File: config.mk
export PLATFORM = sky130hd
export DESIGN_NAME = branch_sequencer
export DESIGN_NICKNAME = d
export VERILOG_FILES = /design/src/rtl/branch_sequencer_pkg.sv /design/src/rtl/branch_cond_eval.sv /design/src/rtl/branch_sequencer.sv
export SDC_FILE = /design/constraint.sdc
export NUM_CORES = 1
export LEC_CHECK = 0
export ABC_AREA = 1
export CAP_MARGIN = 20
export CORE_MARGIN = 8
export CORE_UTILIZATION = 50
export CTS_BUF_LIST = sky130_fd_sc_hd__clkbuf_4
export CTS_CLUSTER_SIZE = 20
export DETAILED_ROUTE_END_ITERATION = 12
export DONT_BUFFER_PORTS = 1
export PLACE_DENSITY = 0.69
export SETUP_SLACK_MARGIN = 0.4
export SLEW_MARGIN = 20
export SYNTH_ARGS = -nofsm -noshare
export SYNTH_HDL_FRONTEND = slang
export SYNTH_HIERARCHICAL = 1
export SYNTH_SLANG_ARGS = --single-unit
File: constraint.sdc
create_clock -name clock -period 8.5 [get_ports clock]
set_input_delay 0.85 -clock clock [delete_from_list [all_inputs] [get_ports clock]]
set_output_delay 0.85 -clock clock [all_outputs]
set_load 0.005 [all_outputs]
File: src/rtl/branch_sequencer_pkg.sv
// Shared types and constants for the branch sequencer: states, opcode patterns,
// condition codes, control-word layout and the branch decoder (BL gated by BR_LINK_EN).
package branch_sequencer_pkg;

   localparam int CW_W = 33;

   typedef enum logic [1:0] {
      ST_IDLE   = 2'd0,
      ST_EVAL   = 2'd1,
      ST_LINK   = 2'd2,
      ST_UPDATE = 2'd3
   } state_t;

   typedef enum logic [2:0] {
      BK_NONE  = 3'd0,
      BK_B     = 3'd1,
      BK_BL    = 3'd2,
      BK_CBZ   = 3'd3,
      BK_CBNZ  = 3'd4,
      BK_BCOND = 3'd5,
      BK_BR    = 3'd6
   } br_kind_t;

   localparam logic [5:0]  OP_B     = 6'b000101;
   localparam logic [5:0]  OP_BL    = 6'b100101;
   localparam logic [7:0]  OP_CBZ   = 8'b10110100;
   localparam logic [7:0]  OP_CBNZ  = 8'b10110101;
   localparam logic [7:0]  OP_BCOND = 8'b01010100;
   localparam logic [21:0] OP_BR    = 22'b1101011000011111000000;

   localparam logic [3:0] COND_EQ = 4'h0;
   localparam logic [3:0] COND_NE = 4'h1;
   localparam logic [3:0] COND_HS = 4'h2;
   localparam logic [3:0] COND_LO = 4'h3;
   localparam logic [3:0] COND_MI = 4'h4;
   localparam logic [3:0] COND_PL = 4'h5;
   localparam logic [3:0] COND_VS = 4'h6;
   localparam logic [3:0] COND_VC = 4'h7;
   localparam logic [3:0] COND_HI = 4'h8;
   localparam logic [3:0] COND_LS = 4'h9;
   localparam logic [3:0] COND_GE = 4'hA;
   localparam logic [3:0] COND_LT = 4'hB;
   localparam logic [3:0] COND_GT = 4'hC;
   localparam logic [3:0] COND_LE = 4'hD;

   localparam logic [1:0] PC_FS_PASS = 2'b00;
   localparam logic [1:0] PC_FS_INC  = 2'b01;
   localparam logic [1:0] PC_FS_REL  = 2'b10;
   localparam logic [1:0] PC_FS_REG  = 2'b11;

   localparam logic [4:0] ALU_FS_OR  = 5'b00100;
   localparam logic [4:0] ALU_FS_NOP = 5'b11111;

   typedef struct packed {
      logic       alu_en;
      logic       alu_bs;
      logic [4:0] alu_fs;
      logic       rf_b_en;
      logic [4:0] rf_sa;
      logic [4:0] rf_sb;
      logic [4:0] rf_da;
      logic       rf_w;
      logic       ram_en;
      logic       ram_w;
      logic       pc_en;
      logic [1:0] pc_fs;
      logic       pc_is;
      logic       status_ld;
      logic [1:0] next_state;
   } cw_t;

   localparam cw_t CW_NOP = '{
      alu_en:     1'b0,
      alu_bs:     1'b0,
      alu_fs:     ALU_FS_NOP,
      rf_b_en:    1'b0,
      rf_sa:      5'd0,
      rf_sb:      5'd31,
      rf_da:      5'd0,
      rf_w:       1'b0,
      ram_en:     1'b0,
      ram_w:      1'b0,
      pc_en:      1'b0,
      pc_fs:      PC_FS_PASS,
      pc_is:      1'b0,
      status_ld:  1'b0,
      next_state: 2'b00
   };

   function automatic br_kind_t decode_branch(input logic [31:0] instr);
      br_kind_t kind;
      kind = BK_NONE;
      if (instr[31:26] == OP_B)
         kind = BK_B;
`ifdef BR_LINK_EN
      else if (instr[31:26] == OP_BL)
         kind = BK_BL;
`endif
      else if (instr[31:24] == OP_CBZ)
         kind = BK_CBZ;
      else if (instr[31:24] == OP_CBNZ)
         kind = BK_CBNZ;
      else if (instr[31:24] == OP_BCOND && !instr[4])
         kind = BK_BCOND;
      else if (instr[31:10] == OP_BR && instr[4:0] == 5'd0)
         kind = BK_BR;
      return kind;
   endfunction

endpackage

File: src/rtl/branch_cond_eval.sv
// Combinational condition-code evaluator: maps cond[3:0] and flags {V,C,N,Z}
// to a branch-taken decision.
module branch_cond_eval
   import branch_sequencer_pkg::*;
(
   input  logic [3:0] cond,
   input  logic [3:0] flags,
   output logic       taken
);

   logic v, c, n, z;

   assign {v, c, n, z} = flags;

   always_comb begin
      taken = 1'b1;
      case (cond)
         COND_EQ: taken = z;
         COND_NE: taken = !z;
         COND_HS: taken = c;
         COND_LO: taken = !c;
         COND_MI: taken = n;
         COND_PL: taken = !n;
         COND_VS: taken = v;
         COND_VC: taken = !v;
         COND_HI: taken = c & !z;
         COND_LS: taken = !(c & !z);
         COND_GE: taken = (n == v);
         COND_LT: taken = (n != v);
         COND_GT: taken = !z & (n == v);
         COND_LE: taken = !(!z & (n == v));
         default: taken = 1'b1;
      endcase
   end

endmodule

File: src/rtl/branch_sequencer.sv
// Multi-cycle branch sequencer: IDLE -> EVAL -> [LINK] -> UPDATE control-word generator.
// Define BR_LINK_EN to support BL (link-register write); otherwise BL is treated as non-branch.
module branch_sequencer
   import branch_sequencer_pkg::*;
#(
   parameter int DATA_W   = 64,
   parameter int LINK_REG = 30
) (
   input  logic              clock,
   input  logic              reset,
   input  logic [31:0]       I,
   input  logic              instr_valid,
   input  logic [4:0]        status,
   output logic [CW_W-1:0]   cw,
   output logic [DATA_W-1:0] K,
   output logic              busy,
   output logic              done,
   output logic              taken
);

   localparam logic [4:0] LINK_RD = 5'(LINK_REG);

   state_t   state, state_nx;
   logic [31:0] instr_q, instr_nx;
   logic     taken_q, taken_nx;
   br_kind_t kind_in, kind_q;
   logic     cond_taken;
   cw_t      cw_s;
   logic signed [DATA_W-1:0] k_s;
   logic signed [DATA_W-1:0] off26, off19;

   assign kind_in = decode_branch(I);
   assign kind_q  = decode_branch(instr_q);

   assign off26 = {{(DATA_W-28){instr_q[25]}}, instr_q[25:0], 2'b00};
   assign off19 = {{(DATA_W-21){instr_q[23]}}, instr_q[23:5], 2'b00};

   branch_cond_eval u_cond (
      .cond  (instr_q[3:0]),
      .flags (status[3:0]),
      .taken (cond_taken)
   );

   always_ff @(posedge clock or posedge reset) begin
      if (reset) begin
         state   <= ST_IDLE;
         instr_q <= '0;
         taken_q <= 1'b0;
      end else begin
         state   <= state_nx;
         instr_q <= instr_nx;
         taken_q <= taken_nx;
      end
   end

   always_comb begin
      state_nx = state;
      instr_nx = instr_q;
      taken_nx = taken_q;
      cw_s     = CW_NOP;
      k_s      = '0;
      case (state)
         ST_IDLE: begin
            if (instr_valid && kind_in != BK_NONE) begin
               instr_nx = I;
               state_nx = ST_EVAL;
            end
         end
         ST_EVAL: begin
            case (kind_q)
               BK_CBZ, BK_CBNZ: begin
                  // Pass Rt through the ALU (A OR 0) so status[4] reflects Rt == 0
                  cw_s.rf_sa  = instr_q[4:0];
                  cw_s.alu_bs = 1'b1;
                  cw_s.alu_fs = ALU_FS_OR;
                  taken_nx    = (kind_q == BK_CBZ) ? status[4] : !status[4];
               end
               BK_BCOND: taken_nx = cond_taken;
               default:  taken_nx = 1'b1;
            endcase
            state_nx = ST_UPDATE;
`ifdef BR_LINK_EN
            if (kind_q == BK_BL)
               state_nx = ST_LINK;
`endif
         end
         ST_LINK: begin
            // PC unit presents the held PC+4 which the register file captures
            cw_s.pc_en = 1'b1;
            cw_s.pc_fs = PC_FS_PASS;
            cw_s.rf_da = LINK_RD;
            cw_s.rf_w  = 1'b1;
            state_nx   = ST_UPDATE;
         end
         ST_UPDATE: begin
            state_nx = ST_IDLE;
            if (kind_q == BK_BR) begin
               cw_s.rf_sa = instr_q[9:5];
               cw_s.pc_fs = PC_FS_REG;
               cw_s.pc_is = 1'b1;
            end else if (taken_q) begin
               cw_s.pc_fs = PC_FS_REL;
               k_s = (kind_q == BK_B || kind_q == BK_BL) ? off26 : off19;
            end else begin
               cw_s.pc_fs = PC_FS_INC;
            end
         end
         default: state_nx = ST_IDLE;
      endcase
   end

   assign cw    = cw_s;
   assign K     = k_s;
   assign busy  = (state != ST_IDLE);
   assign done  = (state == ST_UPDATE);
   assign taken = taken_q;

endmodule

==> impl_metrics.toml <==
[floorplanning]
die_x_um = 95.9
core_um2 = 6240
initial_core_util = 0.511
io_pins = 140
dieArea_um2 = 9190
row_count = 29
die_h_um = 95.9

[placed_design]
dpl.hpwl_mm = 6.67
placement.io_buffers = 0
dp_cells = 502
gp_congestion = 0.861

[sta]
finalHoldViolCount = 0
finalSetupViolations = 0
worst_slew_pin_slew_ns = 0.862
fmax_ghz = 0.308
fin_setup_tns_ns = 0
drv_slew = 0
min_period_over_period = 0.382
skew_ns = 0.0115
min_period_ns = 3.25
rsz0062_at_grt = "false"
slew-limit-headroom = 0.411

[route]
vias_per_cell = 5.45
wl_per_cell_um = 16.1
first_iter_violations = 155
finalWirelength_mm = 8.20
dr.pass1.iters = 4
drc = 0
vias = 2779
ant_nets = 0

[critical_path]
crit_path_frequent_cell = "nor2_4"
critPathLaunchType = "flip-flop"
cp_num_buf_inv = 1
path_cells = "nor2_4 > nand4_4 > o21ai_0 > nand2_1 > nor2_4 > buf_4"
crit_path_end_kind = "output port"
crit_cells = 6
cp.required_ns = 7.65
critPathMaxFanout = 45
timing.reg2reg.setup_slack_ns = 6.79
r2r_cells = 6
cpLargestDelayFamily = "simple AND/OR/NAND/NOR gates"
cp_slowest_cell = "buf_4"
max_stage_delay_ns = 0.47
criticalPathCategory = "flip-flop to output port"
critPathArrivalTime_ns = 2.40

[cells_and_area]
area_growth_pct = -9.62
drive_above_1_share = 0.0600
postLayoutCoreUtil = 0.462
final_cells = 510
antenna_cells = 0
nets = 477

[grt]
grt_max_degree = 46
antenna_found_initial = 0
grt_pass1_wl_mm = 12.9
grt_usage = 0.179
grt-ovfl-total = 0
grt_pass1_vias = 2565

[synth]
async_flop_share = 1.00
ys_seq_elements = 35
ys_warn_count = 6
synth_edf_count = 0
syn_area_um2 = 3190
syn_inst = 488
synth.avg_cell_area_um2 = 6.53
ys_seq_area_frac = 0.275
synthFlopType = "dfrtp_1"
ys_types = 29

[hold_path]
min_path_type = "primary input to async pin"

[pwr]
power_density_nw_per_um2 = 257
ir_drop_mv = 0.174
p_leak_nw = 1.51

[clocking]
clock-root-buffer = "clkbuf_4"
htree_levels = 2
clockBufferDepth = 2
clkSinkCount = 35
ctsResizeCount = 0
worstSkewPairLatency_ns = 0.35
cts_tree = "done"
cts_buffers = 5
clk_pin_slew_ns = 0.11
cts_hold_buf = 0
cts_setup_buffers = 0

[job]
drv_cap = 0

[outcome]
status = "finished, final reports clean"
-- final cells by class --
cell class                 count  area, um2
fill                         668       3360
multi-input combinational    318       1550
sequential                    35        876
inverter                      69        259
tap                           77       96.3
clock inverter                 3       43.8
clock buffer                   5       37.5
timing repair buffer           3       22.5
-- final timing paths --
path	from	end
max	instr_q[29]	K[28]
min	reset	taken
max reg2reg	state[0]	instr_q[30]
min reg2reg	instr_q[30]	instr_q[30]
max in group asynchronous	reset	instr_q[8]
min in group clock	instr_q[30]	instr_q[30]
-- registers in the layout, summed over array words and instances, names as in the netlist --
register  count
taken         1
instr_q      32
state         2
-- cells in the mapped netlist, types with 3 or more instances --
library cell  count  area [um2]
a2111oi_0         7        61.3
buf_2             3        15.0
buf_4            62         465
buf_6             4        45.0
clkbuf_1         11        41.3
dfrtp_1          35         876
ha_1              5        62.6
inv_1            66         248
inv_2             3        11.3
nand2_1         126         473
nand2_2           4        25.0
nand3_1          18        90.1
nand4_1          41         257
nor2_1           49         184
nor3_1           19        95.1
nor4_1            3        18.8
o21ai_0          11        55.1
o22ai_1           6        37.5
-- per-stage QoR --
step	hold WS, ns	setup WS (ns)	total power [mW]	area (um2)
floorplan	0.442	5.08	0.594	3240
global placement	0.460	5.68	0.617	2800
detailed placement	0.476	5.64	0.625	2800
CTS	0.469	5.23	0.745	2880
global route	0.512	4.90	0.816	2880
finish	0.462	5.25	0.742	2880
-- kinds of logic after synthesis --
logic type | synth area share
AO/OA/AOI/OAI | 0.0530
other | 0.00236
AND/OR/NAND/NOR | 0.391
flip-flops | 0.275
adder cells (fa/ha/maj) | 0.0196
buffers and inverters | 0.259
-- metal layers --
layer | global-route usage | share of wire
met4 | 0.0807 | 0.028
met2 | 0.274 | 0.44
met1 | 0.220 | 0.42
met5 | 0 | 0
met3 | 0.0640 | 0.11
-- report_power, final --
group	switching, mW	total, mW	internal [mW]
clock	0.0574	0.119	0.0618
sequential	0.0564	0.262	0.206
combinational	0.258	0.360	0.102
total	0.372	0.742	0.370
-- placed cells by master, fill, tap and decap left out --
cell / instances
clkbuf_4: 5
o22ai_1: 6
inv_2: 3
nor3_2: 1
clkinv_4: 1
nor3_1: 19
o21ai_0: 11
a21oi_1: 2
nand3_4: 1
ha_1: 5
inv_1: 66
conb_1: 16
nand4_1: 41
bufinv_16: 1
clkinv_2: 1
nand2_2: 4
o21ai_1: 1
dfrtp_1: 35
a2111oi_0: 7
nand3_1: 18
nor2_1: 48
nand4_4: 1
nor3b_1: 1
nand2_1: 126
buf_4: 3
nor2_2: 2
nand2b_1: 1
nor4_1: 3
nand3b_1: 1
nor2_4: 3
No activity file was read; power rests on OpenSTA's default activity.
